$ cat src/rtl/mem_port_arbiter.sv
// Round-robin arbiter sharing one single-port memory between NUM_REQ requesters.
// One transaction in flight; a watchdog aborts accesses that never see mem_ready.
module mem_port_arbiter #(
    parameter int unsigned NUM_REQ    = 4,
    parameter int unsigned ADDR_WIDTH = 16,
    parameter int unsigned DATA_WIDTH = 64,
    parameter int unsigned TIMEOUT    = 255
) (
    input  logic                          clk,
    input  logic                          reset,
    input  logic [NUM_REQ-1:0]            req_valid,
    input  logic [NUM_REQ-1:0]            req_we,
    input  logic [NUM_REQ*ADDR_WIDTH-1:0] req_addr,
    input  logic [NUM_REQ*DATA_WIDTH-1:0] req_wdata,
    output logic [NUM_REQ-1:0]            req_done,
    output logic [NUM_REQ-1:0]            req_err,
    output logic [DATA_WIDTH-1:0]         rsp_rdata,
    output logic [2:0]                    grant_id,
    output logic                          busy,
    output logic                          mem_read_enable,
    output logic                          mem_write_enable,
    output logic [ADDR_WIDTH-1:0]         mem_address,
    output logic [DATA_WIDTH-1:0]         mem_write_data,
    input  logic [DATA_WIDTH-1:0]         mem_read_data,
    input  logic                          mem_ready
);

    typedef enum logic [1:0] {ARB, ACCESS, RELEASE} state_t;

    state_t                  state;
    state_t                  next_state;
    logic [2:0]              ptr;
    logic [2:0]              ptr_d;
    logic [2:0]              ptr_next;
    logic [15:0]             watchdog;
    logic [15:0]             wd_d;
    logic                    wd_expired;

    logic                    found;
    logic [2:0]              win;
    logic [ADDR_WIDTH-1:0]   sel_addr;
    logic [DATA_WIDTH-1:0]   sel_wdata;
    logic                    sel_we;

    logic [NUM_REQ-1:0]      done_d;
    logic [NUM_REQ-1:0]      err_d;
    logic [DATA_WIDTH-1:0]   rdata_d;
    logic [2:0]              grant_d;
    logic                    busy_d;
    logic                    re_d;
    logic                    we_d;
    logic [ADDR_WIDTH-1:0]   addr_d;
    logic [DATA_WIDTH-1:0]   wdata_d;

    assign wd_expired = (watchdog == 16'(TIMEOUT - 1));
    assign ptr_next   = (grant_id == 3'(NUM_REQ - 1)) ? 3'd0 : grant_id + 3'd1;

    // Round-robin scan: first valid requester at or above ptr, wrapping.
    // The outer loop walks scan order so the earliest hit wins.
    always_comb begin
        found = 1'b0;
        win   = '0;
        for (int unsigned i = 0; i < NUM_REQ; i++) begin
            for (int unsigned j = 0; j < NUM_REQ; j++) begin
                if (!found && req_valid[j] && (((32'(ptr) + i) % NUM_REQ) == j)) begin
                    found = 1'b1;
                    win   = 3'(j);
                end
            end
        end
    end

    // Select the winning requester's address, data and direction.
    always_comb begin
        sel_addr  = '0;
        sel_wdata = '0;
        sel_we    = 1'b0;
        for (int unsigned j = 0; j < NUM_REQ; j++) begin
            if (win == 3'(j)) begin
                sel_addr  = req_addr[j*ADDR_WIDTH +: ADDR_WIDTH];
                sel_wdata = req_wdata[j*DATA_WIDTH +: DATA_WIDTH];
                sel_we    = req_we[j];
            end
        end
    end

    // State register.
    always_ff @(posedge clk or posedge reset) begin
        if (reset) begin
            state <= ARB;
        end else begin
            state <= next_state;
        end
    end

    // Next-state logic; mem_ready takes priority over the watchdog.
    always_comb begin
        next_state = state;
        unique case (state)
            ARB:     if (found) next_state = ACCESS;
            ACCESS:  if (mem_ready || wd_expired) next_state = RELEASE;
            RELEASE: next_state = ARB;
            default: next_state = ARB;
        endcase
    end

    // Next values for every registered output, pointer and watchdog.
    always_comb begin
        done_d  = '0;
        err_d   = '0;
        rdata_d = rsp_rdata;
        grant_d = grant_id;
        busy_d  = busy;
        re_d    = mem_read_enable;
        we_d    = mem_write_enable;
        addr_d  = mem_address;
        wdata_d = mem_write_data;
        ptr_d   = ptr;
        wd_d    = watchdog;
        unique case (state)
            ARB: begin
                re_d   = 1'b0;
                we_d   = 1'b0;
                busy_d = 1'b0;
                if (found) begin
                    grant_d = win;
                    busy_d  = 1'b1;
                    addr_d  = sel_addr;
                    wdata_d = sel_wdata;
                    re_d    = ~sel_we;
                    we_d    = sel_we;
                    wd_d    = '0;
                end
            end
            ACCESS: begin
                if (mem_ready) begin
                    if (mem_read_enable) rdata_d = mem_read_data;
                    for (int unsigned i = 0; i < NUM_REQ; i++) begin
                        if (grant_id == 3'(i)) done_d[i] = 1'b1;
                    end
                    re_d  = 1'b0;
                    we_d  = 1'b0;
                    ptr_d = ptr_next;
                end else if (wd_expired) begin
                    for (int unsigned i = 0; i < NUM_REQ; i++) begin
                        if (grant_id == 3'(i)) err_d[i] = 1'b1;
                    end
                    re_d  = 1'b0;
                    we_d  = 1'b0;
                    ptr_d = ptr_next;
                end else begin
                    wd_d = watchdog + 16'd1;
                end
            end
            RELEASE: begin
                busy_d = 1'b0;
            end
            default: ;
        endcase
    end

    // Output, pointer and watchdog registers.
    always_ff @(posedge clk or posedge reset) begin
        if (reset) begin
            req_done         <= '0;
            req_err          <= '0;
            rsp_rdata        <= '0;
            grant_id         <= '0;
            busy             <= 1'b0;
            mem_read_enable  <= 1'b0;
            mem_write_enable <= 1'b0;
            mem_address      <= '0;
            mem_write_data   <= '0;
            ptr              <= '0;
            watchdog         <= '0;
        end else begin
            req_done         <= done_d;
            req_err          <= err_d;
            rsp_rdata        <= rdata_d;
            grant_id         <= grant_d;
            busy             <= busy_d;
            mem_read_enable  <= re_d;
            mem_write_enable <= we_d;
            mem_address      <= addr_d;
            mem_write_data   <= wdata_d;
            ptr              <= ptr_d;
            watchdog         <= wd_d;
        end
    end

endmodule

$ cat config.mk
export PLATFORM = sky130hd
export DESIGN_NAME = mem_port_arbiter
export DESIGN_NICKNAME = d
export VERILOG_FILES = /design/src/rtl/mem_port_arbiter.sv
export SDC_FILE = /design/constraint.sdc
export NUM_CORES = 1
export LEC_CHECK = 0
export CELL_PAD_IN_SITES_DETAIL_PLACEMENT = 0
export CELL_PAD_IN_SITES_GLOBAL_PLACEMENT = 1
export CORE_AREA = 2 2 216 218
export CTS_CLUSTER_SIZE = 25
export DETAILED_ROUTE_END_ITERATION = 7
export DIE_AREA = 0 0 218 220
export GPL_TIMING_DRIVEN = 0
export PLACE_DENSITY = 0.61
export SETUP_SLACK_MARGIN = 0.3
export SYNTH_ARGS = -nofsm -noshare
export SYNTH_HDL_FRONTEND = slang
export SYNTH_SLANG_ARGS = --single-unit
$ cat constraint.sdc
create_clock -name clk -period 6.75 [get_ports clk]
set_input_delay 1.35 -clock clk [delete_from_list [all_inputs] [get_ports clk]]
set_output_delay 1.35 -clock clk [all_outputs]
set_load 0.01 [all_outputs]
# --- After elaboration in Yosys (flattened, before gate mapping) ---
# Cells that the tools add are included.
word_totals:
  regBits: 178
  output_inout_bits: 158
  word_cells: 177
classes:
  n_addsub: 5
  eq_ne: 26
  muxes: 70
  n_bitwise: 1
  reduce_logical: 63
ops:
  columns: ["cell", "count"]
  rows:
  - ["$mux W64", 4]
  - ["$logic_not A32 Y1", 4]
  - ["$mux W16", 7]
  - ["$mux W3", 14]
  - ["$pmux W16 S2", 1]
  - ["$logic_and A1 B1 Y1", 31]
  - ["$mux W1", 30]
  - ["$mux W4", 5]
  - ["$eq A2 B2 Y1 const B", 9]
  - ["$add A16 B1 Y16 const B", 1]
  - ["$eq A16 B8 Y1 const B", 1]
  - ["$logic_not A1 Y1", 15]
  - ["$eq A3 B2 Y1 const B", 4]
  - ["$eq A2 B1 Y1 const B", 5]
  - ["$mux W2", 5]
  - ["$ne A2 B2 Y1 const B", 4]
  - ["$reduce_and A2 Y1", 4]
  - ["$eq A3 B1 Y1 const B", 2]
  - ["$logic_not A3 Y1", 2]
  - ["$pmux W1 S2", 3]
  - ["$reduce_bool A2 Y1", 3]
  - ["$add A2 B1 Y2 const B", 2]
  - ["$add A2 B2 Y2 const B", 2]
  - ["$pmux W2 S2", 1]
  - ["6 further kinds", 6]

# --- Longest topological paths before layout ---
depth:
  word_depth: 71
  depth_mapped: 9
  depth_no_buf: 6

# --- Worst setup path before layout ---
# No wires, ideal clock.
synth_timing:
  path_kind: "input port to flip-flop"
  startpoint: "input req_valid[1]"
  endpoint: "register mem_write_data[49]"
  setup_time_ps: 135
  arrival_time_ps: 2661
  setup_slack_ps: 3954
  stages: 8
  n_path_buf: 3
  path_cell_list: "buf_2 -> clkinv_1 -> o21ai_0 -> a221oi_2 -> nand2b_1 -> buf_2 -> clkbuf_1 -> o31ai_1"
synth_via:
  elab_chain_len: 64
  elab_cells_between_ends: 83
synth_lines:
  columns: ["element", "line", "source"]
  rows:
  - ["from (decl)", "11", "input logic [NUM_REQ-1:0] req_valid,"]
  - ["$logic_and A1 B1 Y1 (2 in a row)", "65", "if (!found && req_valid[j] && (((32'(ptr) + i) % NUM_REQ) == j)) begin"]
  - ["$mux W1", "65", null]
  - ["$logic_not A1 Y1", "65", null]
  - ["$logic_and A1 B1 Y1 (2 in a row)", "65", null]
  - ["$mux W1", "65", null]
  - ["$logic_not A1 Y1", "65", null]
  - ["$logic_and A1 B1 Y1 (2 in a row)", "65", null]
  - ["$mux W1", "65", null]
  - ["(+40 left out)", null, null]
  - ["$logic_not A1 Y1", "65", null]
  - ["$logic_and A1 B1 Y1 (2 in a row)", "65", null]
  - ["$mux W1", "65", null]
  - ["$logic_not A1 Y1", "65", null]
  - ["$logic_and A1 B1 Y1 (2 in a row)", "65", null]
  - ["$mux W3", "65", null]
  - ["$logic_not A3 Y1", "79", "if (win == 3'(j)) begin"]
  - ["$mux W64 (4 in a row)", "79", null]
  - ["to (signal assigned)", "185", "mem_write_data <= wdata_d;"]
  - ["to (decl)", "23", "output logic [DATA_WIDTH-1:0] mem_write_data,"]
# Several ways; a longest one is shown, not always the timed one.
# A chain may end at the register's enable or synchronous reset.

# --- Worst setup path in the final report ---
layout_timing:
  startpoint: "input req_valid[2]"
  endpoint: "register mem_write_data[63]"
layout_via:
  elab_chain_len: 60
  elab_cells_between_ends: 78
layout_lines:
  columns: ["element", "line"]
  rows:
  - ["$logic_and A1 B1 Y1 (2 in a row)", "65"]
  - ["$mux W1", "65"]
  - ["$logic_not A1 Y1", "65"]
  - ["$logic_and A1 B1 Y1 (2 in a row)", "65"]
  - ["$mux W1", "65"]
  - ["$logic_not A1 Y1", "65"]
  - ["$logic_and A1 B1 Y1 (2 in a row)", "65"]
  - ["$mux W1", "65"]
  - ["(+36 left out)", null]
  - ["$logic_not A1 Y1", "65"]
  - ["$logic_and A1 B1 Y1 (2 in a row)", "65"]
  - ["$mux W1", "65"]
  - ["$logic_not A1 Y1", "65"]
  - ["$logic_and A1 B1 Y1 (2 in a row)", "65"]
  - ["$mux W3", "65"]
  - ["$logic_not A3 Y1", "79"]
  - ["$mux W64 (4 in a row)", "79"]
# Several ways; a longest one is shown, not always the timed one.

==> impl_metrics.ini <==
[run_status]
status = finished, final reports clean

[global_routing]
grt_pass1_vias = 9903
track_usage = 0.197
overflow = 0
grt_max_degree = 97
antenna_found_initial = 6
grt_pass1_wl_um = 67900

[yosys]
synth_compound_area_frac = 0.230
synth_area_sq_mm = 0.00909
synth-main-ff-cell = dfrtp_1
synthCells = 872
synthTopCellsByArea = dfrtp_1 (49%), mux2_2 (8.2%), a221oi_1 (7.7%)
synth_edf_count = 0
synth.most_common_cell = dfrtp_1
ys_ff_latch = 177
yosysTopAreaCell = dfrtp_1
ys_types = 52
syn-num-nets = 1273
synthAdderAreaFrac = 0.00826
synth.top_cell.area_share = 0.487
ys_warn_count = 0
yosys.area_share.simple = 0.134
synth_common_cells = dfrtp_1 (177), nor2_1 (100), and2_1 (85), a31oi_1 (81), o31ai_1 (81)
yosysSeqAreaShare = 0.487
synth.area.mux_share = 0.0829
synthArstFlopShare = 1.00
synth-xor-area-share = 0.00963
postSynthAreaPerCell_sq_um = 10.4
synth_top_family_by_area = compound AO/OA/AOI/OAI gates

[clock_tree]
clockBufferDepth = 2
postCtsSetupBuffers = 0
insertion_delay_ns = 0.49
cts-resized-gates = 0
clockRootBuffer = clkbuf_16
cts_buffers = 17
cts_tree = done
clkSinkCount = 177
h-tree-depth = 4
path_clk_slew_ns = 0.08
cts_hold_buf = 0

[setup_path]
cp-startpoint = req_valid[2]
critPathCaptureType = register
worstPathArrival_ns = 4.36
critPathMaxStageDelay_ns = 0.88
crit_path_start_kind = input pin
r2r_cells = 8
cp_max_fo = 10
slowest_stage = clkbuf_1
cp.required_ns = 7.16
cp_cell_sequence = clkdlybuf4s50_1, inv_1, nor2_2, clkbuf_1, a222oi_1, buf_4, a31oi_1
crit_type = input pin to register
r2r_start = ptr[0]$_DFFE_PP0P_

[detailed_routing]
dr_wl_met2_um = 24400
final_antenna_net_count = 0
wl_um = 48700
dr_wl_met3_um = 4310
avgRoutedWirePerCell_um = 23.6
vias = 9659
route.detailed.drc = 0
first_pass_iters = 4
vias_per_cell = 4.68
wirelength_met1_um = 19000
drtIter0Drc = 516
top_layer_used = met5

[final_layout]
final_area_sq_mm = 0.0160
seqCellArea_sq_mm = 0.00443
num-fill-cells = 4761
final_util = 0.348
nets = 1843
layout-drive-gt1-share = 0.101
area_delta_synth_final_pct = 75.7
instances_no_fill = 2066
multi_input_area_sq_mm = 0.00423

[power_and_ir_drop]
p_leak_nw = 6.28
p_clk_frac = 0.164
ir_drop_v = 0.000197
p_per_area_mw_per_mm2 = 396
comb_power_share = 0.551
netSwitchingPower_w = 0.00255
switching_share = 0.403
p_seq_frac = 0.285
cell_internal_pwr_w = 0.00378

[place]
hpwl_um = 37600
dp_slack_ns = 2.18
portBuffers = 548
dpl.cell_count = 2030
gp_congestion = 0.866
postPlaceCellArea_sq_mm = 0.0154

[sta]
fin_tns_setup_ns = 0
grt_setup_unrepaired = no
slew_violations = 0
finClkSkew_ns = 0.0158
setup_viol = 0
hold_viol_final = 0
worst_pin_slew_ns = 1.11
slew_headroom = 0.261
finalCritPeriodShare = 0.586
setup_ws_ns = 2.80
fmax_ghz = 0.253
period_needed_ns = 3.95

[hold_path]
min_from = rsp_rdata[14]$_DFFE_PP0P_
min_path_cells = 1
hp-class = register to register

[floorplanning]
die_h_um = 220
rows = 79
start_util = 0.198
dieArea_sq_mm = 0.0480
core_area_sq_mm = 0.0459
num_io_pins = 553
dieWidth_um = 218

[flow_run]
maxCapViolCount = 0
-- critical path, delay by kind of cell --
family,cells,cell delay (ns)
buffers and inverters,4,1.94
AND/OR/NAND/NOR,1,0.62
AO/OA/AOI/OAI,2,0.43
-- layer usage --
layer | up-vias | global-route usage
met3 | 42 | 0.0759
met5 | - | 0
met1 | 4719 | 0.222
met4 | 2 | 0.0608
li1 | 4453 | -
met2 | 443 | 0.343
-- cell type report --
class | count | area share
Sequential cell | 177 | 0.277
Clock buffer | 19 | 0.0271
Clock inverter | 13 | 0.00924
Tap cell | 607 | 0.0475
Multi-Input combinational cell | 597 | 0.265
Timing Repair Buffer | 551 | 0.346
Inverter | 12 | 0.00329
Antenna cell | 4 | 0.000627
Buffer | 86 | 0.0244
-- cell families (layout without fill, tap and decap cells) --
group,Yosys count,after routing
buffers and inverters,98,681
AND/OR/NAND/NOR,236,236
AO/OA/AOI/OAI,277,277
XOR/XNOR,10,10
other,1,5
adder cells (fa/ha/maj),6,6
flip-flops,177,177
multiplexers,67,67
-- power groups by stage --
stage | Combinational (W) | Clock [W] | Sequential (W)
3_3_place_gp | 0.00352 | 0 | 0.00181
4_1_cts | 0.00356 | 0.00108 | 0.00181
5_1_grt | 0.00377 | 0.00112 | 0.00186
2_1_floorplan | 0.00145 | 0 | 0.00197
6_report | 0.00349 | 0.00104 | 0.00180
3_5_place_dp | 0.00354 | 0 | 0.00182
-- state kept, by name, indices dropped and copies added, names as in the netlist, 4 cells and up --
register and count:
mem_write_data 64, rsp_rdata 64, mem_address 16, watchdog 16
req_done 4, req_err 4
-- worst paths after layout --
path | to | slack, ns
setup / recovery | mem_write_data[63]$_DFFE_PP0P_ | 2.80
hold / removal | rsp_rdata[14]$_DFFE_PP0P_ | 0.50
setup reg to reg | mem_write_data[63]$_DFFE_PP0P_ | 3.48
hold reg to reg | rsp_rdata[14]$_DFFE_PP0P_ | 0.50
max in group asynchronous | mem_write_data[48]$_DFFE_PP0P_ | 4.44
min in group asynchronous | mem_write_data[49]$_DFFE_PP0P_ | 1.32
-- cells in the final DEF, fill, tap and decap left out, types with 2 or more instances in the layout --
cell / instances
clkbuf_16: 17
and2_1: 85
o31ai_1: 81
inv_8: 6
clkbuf_1: 43
buf_6: 2
a221o_1: 2
xor2_1: 10
diode_2: 4
buf_1: 5
mux2_2: 66
o21ai_0: 11
nor4_1: 2
inv_6: 2
nand3_1: 7
a31oi_1: 81
buf_2: 36
nor3b_1: 2
buf_4: 4
nor2_1: 100
clkinvlp_4: 3
o221ai_1: 2
ha_1: 6
clkdlybuf4s50_1: 548
nor2b_1: 2
o211ai_1: 5
o21ai_1: 2
and3_1: 9
nand2_1: 10
dfrtp_1: 177
inv_1: 10
nand4_1: 8
a221oi_1: 80
nand2b_1: 3
-- stage by stage --
step	hold slack, ns	power (W)
6_report	0.505	0.00633
5_1_grt	0.517	0.00675
4_1_cts	0.509	0.00645
3_5_place_dp	0.491	0.00536
3_3_place_gp	0.485	0.00534
2_1_floorplan	0.472	0.00342
No activity file was read; power rests on OpenSTA's default activity.
